<file path="src/rtl/branch_predictor_tournament_param.sv">
// ---------------------------------------------------------------------------
// branch_predictor_tournament_param
//
// Tournament branch predictor: a PC-indexed bimodal table (P1) and a gshare
// table (P2), arbitrated by a per-PC table of saturating chooser counters.
// The global history register (GHR) is non-speculative: it only shifts on
// resolved-branch feedback. Each request exports the GHR it used so that the
// feedback can train the exact gshare entry that produced the prediction.
//
// Handshake: i_req_valid and i_fb_valid are plain qualifiers with no ready
// side. The request path is purely combinational and does not depend on
// i_req_valid; the consumer decides whether to use the outputs. A feedback
// beat is consumed on every rising clk edge where i_fb_valid is high, and
// nothing changes when it is low.
//
// Ports:
//   clk, rst_n            clock, asynchronous active-low reset
//   i_req_valid           request qualifier (consumer side only)
//   i_req_pc              PC of the branch being predicted
//   i_req_target          branch target, not used internally
//   o_req_prediction      final (chosen) prediction
//   o_req_prediction1     bimodal prediction
//   o_req_prediction2     gshare prediction
//   o_req_ghr             GHR snapshot used for this request
//   i_fb_valid            resolved-branch feedback qualifier
//   i_fb_pc               PC of the resolved branch
//   i_fb_prediction       final prediction made for that branch
//   i_fb_prediction1      P1 prediction made for that branch
//   i_fb_prediction2      P2 prediction made for that branch
//   i_fb_outcome          actual outcome
//   i_fb_ghr              GHR snapshot returned from request time
//   o_mispredict_count    saturating count of final mispredictions
// ---------------------------------------------------------------------------
package branch_predictor_tournament_param_pkg;
  typedef enum logic {
    NOT_TAKEN = 1'b0,
    TAKEN     = 1'b1
  } branch_outcome_e;
endpackage

module branch_predictor_tournament_param
  import branch_predictor_tournament_param_pkg::*;
#(
  parameter int ADDR_WIDTH         = 32,
  parameter int PC_INDEX_BITS      = 8,
  parameter int GHR_BITS           = 8,
  parameter int CHOOSER_INDEX_BITS = 8,
  parameter int CTR_BITS           = 2,
  parameter int CHOOSER_BITS       = 2,
  parameter int STAT_WIDTH         = 16
) (
  input  logic                  clk,
  input  logic                  rst_n,
  input  logic                  i_req_valid,
  input  logic [ADDR_WIDTH-1:0] i_req_pc,
  input  logic [ADDR_WIDTH-1:0] i_req_target,
  output branch_outcome_e       o_req_prediction,
  output branch_outcome_e       o_req_prediction1,
  output branch_outcome_e       o_req_prediction2,
  output logic [GHR_BITS-1:0]   o_req_ghr,
  input  logic                  i_fb_valid,
  input  logic [ADDR_WIDTH-1:0] i_fb_pc,
  input  branch_outcome_e       i_fb_prediction,
  input  branch_outcome_e       i_fb_prediction1,
  input  branch_outcome_e       i_fb_prediction2,
  input  branch_outcome_e       i_fb_outcome,
  input  logic [GHR_BITS-1:0]   i_fb_ghr,
  output logic [STAT_WIDTH-1:0] o_mispredict_count
);

  localparam int BIM_N = 1 << PC_INDEX_BITS;
  localparam int GSH_N = 1 << GHR_BITS;
  localparam int CHO_N = 1 << CHOOSER_INDEX_BITS;

  // Weakly not-taken / weakly-P1: MSB clear, all lower bits set.
  localparam logic [CTR_BITS-1:0]     CTR_INIT = {1'b0, {(CTR_BITS-1){1'b1}}};
  localparam logic [CTR_BITS-1:0]     CTR_MAX  = '1;
  localparam logic [CTR_BITS-1:0]     CTR_ONE  = CTR_BITS'(1);
  localparam logic [CHOOSER_BITS-1:0] CHO_INIT = {1'b0, {(CHOOSER_BITS-1){1'b1}}};
  localparam logic [CHOOSER_BITS-1:0] CHO_MAX  = '1;
  localparam logic [CHOOSER_BITS-1:0] CHO_ONE  = CHOOSER_BITS'(1);
  localparam logic [STAT_WIDTH-1:0]   STAT_MAX = '1;
  localparam logic [STAT_WIDTH-1:0]   STAT_ONE = STAT_WIDTH'(1);

  logic [CTR_BITS-1:0]     bim_q [BIM_N];
  logic [CTR_BITS-1:0]     gsh_q [GSH_N];
  logic [CHOOSER_BITS-1:0] cho_q [CHO_N];
  logic [GHR_BITS-1:0]     ghr_q;
  logic [STAT_WIDTH-1:0]   mis_q;

  // ---------------- request path (combinational) ----------------
  logic [PC_INDEX_BITS-1:0]      req_bim_idx;
  logic [GHR_BITS-1:0]           req_gsh_idx;
  logic [CHOOSER_INDEX_BITS-1:0] req_cho_idx;

  assign req_bim_idx = i_req_pc[PC_INDEX_BITS+1:2];
  assign req_gsh_idx = i_req_pc[GHR_BITS+1:2] ^ ghr_q;
  assign req_cho_idx = i_req_pc[CHOOSER_INDEX_BITS+1:2];

  assign o_req_prediction1 = branch_outcome_e'(bim_q[req_bim_idx][CTR_BITS-1]);
  assign o_req_prediction2 = branch_outcome_e'(gsh_q[req_gsh_idx][CTR_BITS-1]);
  // Chooser MSB clear selects P1, set selects P2.
  assign o_req_prediction  = cho_q[req_cho_idx][CHOOSER_BITS-1] ? o_req_prediction2
                                                                 : o_req_prediction1;
  assign o_req_ghr          = ghr_q;
  assign o_mispredict_count = mis_q;

  // ---------------- feedback path ----------------
  logic [PC_INDEX_BITS-1:0]      fb_bim_idx;
  logic [GHR_BITS-1:0]           fb_gsh_idx;
  logic [CHOOSER_INDEX_BITS-1:0] fb_cho_idx;
  logic                          fb_taken;
  logic [CTR_BITS-1:0]           bim_cur, bim_d;
  logic [CTR_BITS-1:0]           gsh_cur, gsh_d;
  logic [CHOOSER_BITS-1:0]       cho_cur, cho_d;
  logic [GHR_BITS-1:0]           ghr_d;
  logic [STAT_WIDTH-1:0]         mis_d;

  assign fb_bim_idx = i_fb_pc[PC_INDEX_BITS+1:2];
  // Train the gshare entry the request actually read, hence the snapshot.
  assign fb_gsh_idx = i_fb_pc[GHR_BITS+1:2] ^ i_fb_ghr;
  assign fb_cho_idx = i_fb_pc[CHOOSER_INDEX_BITS+1:2];
  assign fb_taken   = (i_fb_outcome == TAKEN);

  assign bim_cur = bim_q[fb_bim_idx];
  assign gsh_cur = gsh_q[fb_gsh_idx];
  assign cho_cur = cho_q[fb_cho_idx];

  always_comb begin
    bim_d = bim_cur;
    gsh_d = gsh_cur;
    cho_d = cho_cur;
    ghr_d = {ghr_q[GHR_BITS-2:0], fb_taken};
    mis_d = mis_q;

    if (fb_taken) begin
      if (bim_cur != CTR_MAX) bim_d = bim_cur + CTR_ONE;
      if (gsh_cur != CTR_MAX) gsh_d = gsh_cur + CTR_ONE;
    end else begin
      if (bim_cur != '0) bim_d = bim_cur - CTR_ONE;
      if (gsh_cur != '0) gsh_d = gsh_cur - CTR_ONE;
    end

    // Chooser only learns when the two components disagreed; exactly one
    // of them was then right.
    if (i_fb_prediction1 != i_fb_prediction2) begin
      if (i_fb_prediction1 == i_fb_outcome) begin
        if (cho_cur != '0) cho_d = cho_cur - CHO_ONE;
      end else begin
        if (cho_cur != CHO_MAX) cho_d = cho_cur + CHO_ONE;
      end
    end

    if ((i_fb_prediction != i_fb_outcome) && (mis_q != STAT_MAX)) begin
      mis_d = mis_q + STAT_ONE;
    end
  end

  always_ff @(posedge clk or negedge rst_n) begin
    if (!rst_n) begin
      for (int i = 0; i < BIM_N; i++) bim_q[i] <= CTR_INIT;
      for (int i = 0; i < GSH_N; i++) gsh_q[i] <= CTR_INIT;
      for (int i = 0; i < CHO_N; i++) cho_q[i] <= CHO_INIT;
      ghr_q <= '0;
      mis_q <= '0;
    end else if (i_fb_valid) begin
      bim_q[fb_bim_idx] <= bim_d;
      gsh_q[fb_gsh_idx] <= gsh_d;
      cho_q[fb_cho_idx] <= cho_d;
      ghr_q             <= ghr_d;
      mis_q             <= mis_d;
    end
  end

  // Request qualifier, target and high PC bits carry no information here.
  logic unused_ok;
  assign unused_ok = ^{i_req_valid, i_req_target, i_req_pc, i_fb_pc};

endmodule

</file>
<file path="config.mk">
export PLATFORM = sky130hd
export DESIGN_NAME = branch_predictor_tournament_param
export DESIGN_NICKNAME = d
export VERILOG_FILES = /design/src/rtl/branch_predictor_tournament_param.sv
export SDC_FILE = /design/constraint.sdc
export NUM_CORES = 2
export LEC_CHECK = 0
export CAP_MARGIN = 5
export CORE_ASPECT_RATIO = 0.7
export CORE_MARGIN = 3
export CORE_UTILIZATION = 55
export DETAILED_ROUTE_END_ITERATION = 12
export PLACE_DENSITY_LB_ADDON = 0.08
export SLEW_MARGIN = 20
export SYNTH_ARGS = -nofsm -noshare
export SYNTH_HDL_FRONTEND = slang
export SYNTH_SLANG_ARGS = --single-unit
</file>
<file path="constraint.sdc">
create_clock -name clk -period 5.06 [get_ports clk]
set_input_delay 0.759 -clock clk [delete_from_list [all_inputs] [get_ports clk]]
set_output_delay 0.759 -clock clk [all_outputs]
set_load 0.02 [all_outputs]
</file>
== Word-level counts from Yosys, hierarchy flattened ==
Index checks and enable logic that the tools add are counted.

* Bits in registers: 1,560
* Input port bits: 112
* Output and inout bits: 27
* Word-level logic and storage cells: 839

* $add $sub $neg: 7
* $lt $le $gt $ge: 6
* Eq/ne operators: 7
* Multiplexer cells: 36
* Bitwise gates (word level): 6
* Reduce and logical (&&, ||, !) cells: 7

{| class="wikitable"
|+ Operator list
! kind !! number
|-
| bitwise mux 512 bit || 3
|-
| binary-select mux 2 bit (select 8 bit) || 6
|-
| 2-to-1 mux 2 bit || 24
|-
| greater-or-equal comparator 9 bit (second input constant) || 4
|-
| NOT 8 -> 9 bit || 4
|-
| demux 2 bit (select 8 bit) || 2
|-
| < comparator 9 x 1 -> 1 bit (second input constant) || 2
|-
| adder 16 x 1 -> 16 bit (second input constant) || 1
|-
| inequality test 16 bit (second input constant) || 1
|-
| bitwise XOR 8 bit || 2
|-
| adder 2 x 1 -> 2 bit (second input constant) || 3
|-
| inequality test 2 bit (second input constant) || 3
|-
| nonzero test 2 bit || 3
|-
| subtractor 2 x 1 -> 2 bit (second input constant) || 3
|-
| logical AND 1 bit || 3
|-
| inequality test 1 bit || 2
|-
| AND reduction 2 bit || 1
|-
| equality test 1 bit || 1
|-
| 2-to-1 mux 1 bit || 1
|}

== Logic depth before layout (Yosys ltp) ==
* Depth in word-level cells: 9
* Depth in mapped cells: 22

== Worst setup path after synthesis ==
OpenSTA, ideal clock, no wires.

* Path kind: input to output
* Start: input i_req_pc[2]
* End: output o_req_prediction
* Arrival time: 4.076 ns
* Data required time: 4.301 ns
* Setup slack: 0.225 ns
* Stages: 8
* Buffers on the path: 3
* Cell sequence: clkbuf_1 buf_2 buf_1 mux4_2 mux4_2 mux4_2 mux4_2 mux2_2

* Elaborated cells on any way between the ends: 13
* Classes of those cells: mux: 10; bitwise: 3

{| class="wikitable"
|+ RTL lines
! what !! line !! text
|-
| start, declared || 55 || <nowiki>input logic [ADDR_WIDTH-1:0] i_req_pc,</nowiki>
|-
| NOT 8 -> 9 bit (not written as such) || 100 || <nowiki>assign o_req_prediction1 = branch_outcome_e'(bim_q[req_bim_idx][CTR_BITS-1]);</nowiki>
|-
| binary-select mux 2 bit (select 8 bit) || 100 ||
|-
| 2-to-1 mux 2 bit (not written as such) (2 in series) || 100 ||
|-
| named net o_req_prediction1 || 58 || <nowiki>output branch_outcome_e o_req_prediction1,</nowiki>
|-
| 2-to-1 mux 1 bit || 103 || <nowiki>assign o_req_prediction = cho_q[req_cho_idx][CHOOSER_BITS-1] ? o_req_prediction2</nowiki>
|-
| end, declared || 57 || <nowiki>output branch_outcome_e o_req_prediction,</nowiki>
|}

The timed path passes the listed nets, and every way through them passes these cells. The select of a mux whose other input is x is not followed.

== Worst setup path in the final report ==
* Start: input i_req_pc[2]
* End: output o_req_prediction1

* Word-level cells in the longest chain between the ends: 4

{| class="wikitable"
|+ Ends and longest elaborated chain
! what !! line
|-
| NOT 8 -> 9 bit (not written as such) || 100
|-
| binary-select mux 2 bit (select 8 bit) || 100
|-
| 2-to-1 mux 2 bit (not written as such) (2 in series) || 100
|-
| end, declared || 58
|}

No other way between the ends. The select of a mux whose other input is x is not followed.

==> reports/results.txt <==
After layout, the minimum clock period comes to 4.99 ns. Global-route wire length before repair: 390 mm. The worst setup path is launched from an input pin.

At the end of routability-driven placement, the weighted congestion stood at 1.01. TritonCTS built the clock tree. The post-synth net total is 7009, and the global routing usage on met3 is 14.6%. The mean routed wirelength per cell was 29.2 um. At the pin with the least slew margin, the transition time is 1.12 ns.

Effective utilization at floorplan: 55.9%. The die is 323 um tall. The tools report the kind of capture point of the worst setup path as a primary output. The run gives 7116 as the net count of the finished layout. After clock tree synthesis, the clock-pin slew on the worst setup and hold paths is 0.06 ns. In the post-synthesis netlist, the biggest area contributors are dfstp_2 (25%), dfrtp_1 (25%), mux4_2 (17%), nand2_1 (5.8%), o21ai_0 (5.3%).

In the routed design, unresolved DRC markers number 0. The worst path uses 98.5% of the clock period. The CTS sink count came out at 1560. Combined global-route utilization of all metal layers: 35.7%.

The area growth from synthesis to layout is 13.2%. The overall routed net length came out at 263 mm. After floorplanning, the core was divided into 115 placement rows. The hold path endpoint is gsh_q[162]$_DFFE_PN1P_. The detailed-routing iteration count for the pre-antenna-repair pass was 6; the part of the Yosys area used for sequential elements was 50.5%. The post-detailed-route count of antenna-violating nets came out at 0. The tool flagged a number of max-cap violations equal to 0. On the final layout, the worst clock skew is 0.0376 ns. The routing usage on met2 came out at 47.0%. Cells with a size suffix above 1 make up 34.9% of the layout. Once detailed placement completed, the half-perimeter wirelength came to 181 mm. The area of the die is 149000 um^2.

Of all cell types, the one taking the most synthesized area is dfstp_2. The top cell type by area accounts for 25.5% of the synthesized area. After global routing, the most crowded layer is met1. The endpoint identified for the worst register-to-register timing path is cho_q[266]$_DFFE_PN1P_. The count of buffers added on input and output ports is 57. STA puts the critical path data arrival time at 4.23 ns. The hold path startpoint was gsh_q[162]$_DFFE_PN1P_.

Setup violations remaining at the end of the flow were counted as 0. The worst slack after detailed placement was -0.168 ns; the total CTS buffers was 158. Of all nets on the critical path, the largest fanout is 34.

Maximum ir drop on the vdd rail: 0.367 mV. The worst-case reg-to-reg path depth was 11. For the number of standard cells after synthesis, the log shows 6896.

For the highest achievable clock rate, the log shows 0.201 GHz. The largest net degree at the start of global routing came out at 146. A synthesized cell averages 11.5 um^2. The worst pin sits at a relative slew slack of 24.9%.

The number of enable-type register cells in the synthesized netlist works out to 0. Clock latency on the worst-skew pair, taken at its later pin, is 0.83 ns. The detailed-route via count is 59594. In this run the power density over the cells is 355 nW/um^2.

The number of warnings issued by yosys is 0, and the synthesized area is 79200 um^2. After detailed routing, the number of vias per cell comes to 6.61. In this run, distinct cell masters in the synthesized netlist total 82. For the violation count after the first detailed-routing iteration, the log shows 7619. The number of antenna violations at the first check in global routing is 9. The core box area was 142000 um^2; the count of fill cells added during filler insertion was 10933. In this run the number of H-tree levels came out at 4. The hold violation count in the final report is 0, and the total chip power is 31.8 mW.

The worst setup path is of the in -> out kind. For the flop-to-flop setup slack, the log shows 0.96 ns. The flow ran to the end, and the final reports show no timing, DRC or antenna violations.

The cell count of the worst hold path is 2, and the data required time of the critical path is 4.30 ns. The via count of the first global-routing pass was 57340. For this run, asynchronously set or reset flops after synthesis account for 100%. The tightest min-delay check is of the reg -> reg type.

The most used flip-flop cell after synthesis is dfrtp_1. No sink is reached through more buffers than the 3 on the longest clock path. The root buffer cell is clkbuf_16. The setup slack after layout is 0.0748 ns. For the final number of max-transition violations, the log shows 0. From left edge to right edge, the die measures 460 um. The worst register-to-register path begins at cho_q[396]$_DFFE_PN1P_.

The total leakage power came out at 35.3 nW. The run gives 139 as the number of placed I/O pins. For this run, the share of the core covered by cells in the final layout is 63.2%. For met1 alone, demand over resource in global routing was 54.5%. The flip-flop and latch count after synthesis works out to 1560. Setup repair after global routing left no endpoint under its margin. Global routing finished with a remaining overflow of 0.
[final cells by class]
type	count	area, um^2	area share, %
tap	1872	2340	2.61
inverter	11	41.3	0.0461
clock buffer	230	4680	5.22
multi-input combinational	4779	36700	40.9
timing repair buffer	493	5160	5.75
clock inverter	61	732	0.817
antenna	7	17.5	0.0195
sequential	1560	40000	44.6
[critical path, stage by stage]
cell	delay [ns]
buf_8	0.20
buf_12	0.29
mux4_2	0.58
mux4_2	0.54
mux4_2	0.60
mux4_2	0.60
clkdlybuf4s50_1	0.58
[cells in the final DEF (no fill, tap or decap), types with 103 or more instances in the layout]
| master | instances |
|---|---|
| a21oi_1 | 433 |
| buf_4 | 333 |
| clkbuf_16 | 164 |
| dfrtp_1 | 791 |
| dfstp_2 | 768 |
| mux2_2 | 269 |
| mux4_2 | 599 |
| nand2_1 | 1228 |
| nor2_1 | 598 |
| o21ai_0 | 831 |
| o31ai_1 | 103 |
[how the worst max path moves through the flow]
| stage | start | to | slack, ns | cells after the start |
|---|---|---|---|---|
| 2_1_floorplan | i_req_pc[2] | o_req_prediction | 0.22 | 8 |
| 3_3_place_gp | i_req_pc[5] | o_req_prediction2 | -0.21 | 10 |
| 3_5_place_dp | i_req_pc[5] | o_req_prediction2 | -0.17 | 10 |
| 4_1_cts | o_req_ghr[0]$_DFFE_PN0P_ | o_req_prediction | 0.08 | 13 |
| 5_1_grt | o_req_ghr[0]$_DFFE_PN0P_ | o_req_prediction | 0.003 | 11 |
| 6_report | i_req_pc[2] | o_req_prediction1 | 0.07 | 7 |
[where the power goes]
part	total, mW	internal, mW	leakage [nW]	switching, mW
clock	12.4	7.20	2.68	5.21
sequential	14.2	13.6	18.8	0.581
combinational	5.19	2.04	13.8	3.16
total	31.8	22.9	35.3	8.95
[registers in the layout (all words and copies together), names as in the netlist]
register / flops
cho_q: 512
bim_q: 512
o_req_ghr: 8
o_mispredict_count: 16
gsh_q: 512
[cell usage after synthesis (23+ instances only)]
cell type / count
mux4_2: 599
nand3_1: 64
buf_2: 93
nand4_1: 27
a31oi_1: 73
a22oi_1: 81
o31ai_1: 103
buf_4: 35
a21oi_1: 433
dfstp_2: 768
buf_6: 52
xnor2_1: 25
nor2_1: 624
buf_1: 37
nor3_1: 23
mux2_2: 270
mux2i_1: 91
o21ai_0: 834
o21ai_2: 23
o31ai_2: 39
clkbuf_1: 302
dfrtp_1: 792
nand2_1: 1232
o21ai_1: 34
[stage by stage]
step | cells | hold slack (ns) | setup TNS (ns) | cell area, um^2
floorplan | 6896 | 0.455 | 0 | 79200
global placement | 8710 | 0.464 | -0.320 | 84000
detailed placement | 8710 | 0.469 | -3.64 | 84000
CTS | 9006 | 0.478 | 0 | 89600
global route | 9010 | 0.488 | 0 | 89600
finish | 9013 | 0.474 | 0 | 89600
[kinds of logic after synthesis]
group | count (synthesis) | synth area share, %
simple gates | 2047 | 10.3
mux | 976 | 22.6
xor+xnor | 44 | 0.496
flops | 1560 | 50.5
buf+inv | 557 | 3.75
fa+ha+maj | 2 | 0.0284
compound gates | 1710 | 12.4
[routing by layer]
metal,up-vias,part of all wire [%],wire length (um)
met2,3118,40,105000
li1,25437,-,-
met5,-,0,0
met3,411,14,37200
met4,0,2.5,6470
met1,30628,43,114000
[timing repair]
item	CTS	global route
endpoints found under the hold margin	38	0
pin swaps	1	1
gates resized for setup	17	3
cloned	1	0
setup endpoints to repair	2	2
hold buffers	1	0
setup buffers	4	0
Note: power is estimated with default switching activity, not from simulation.
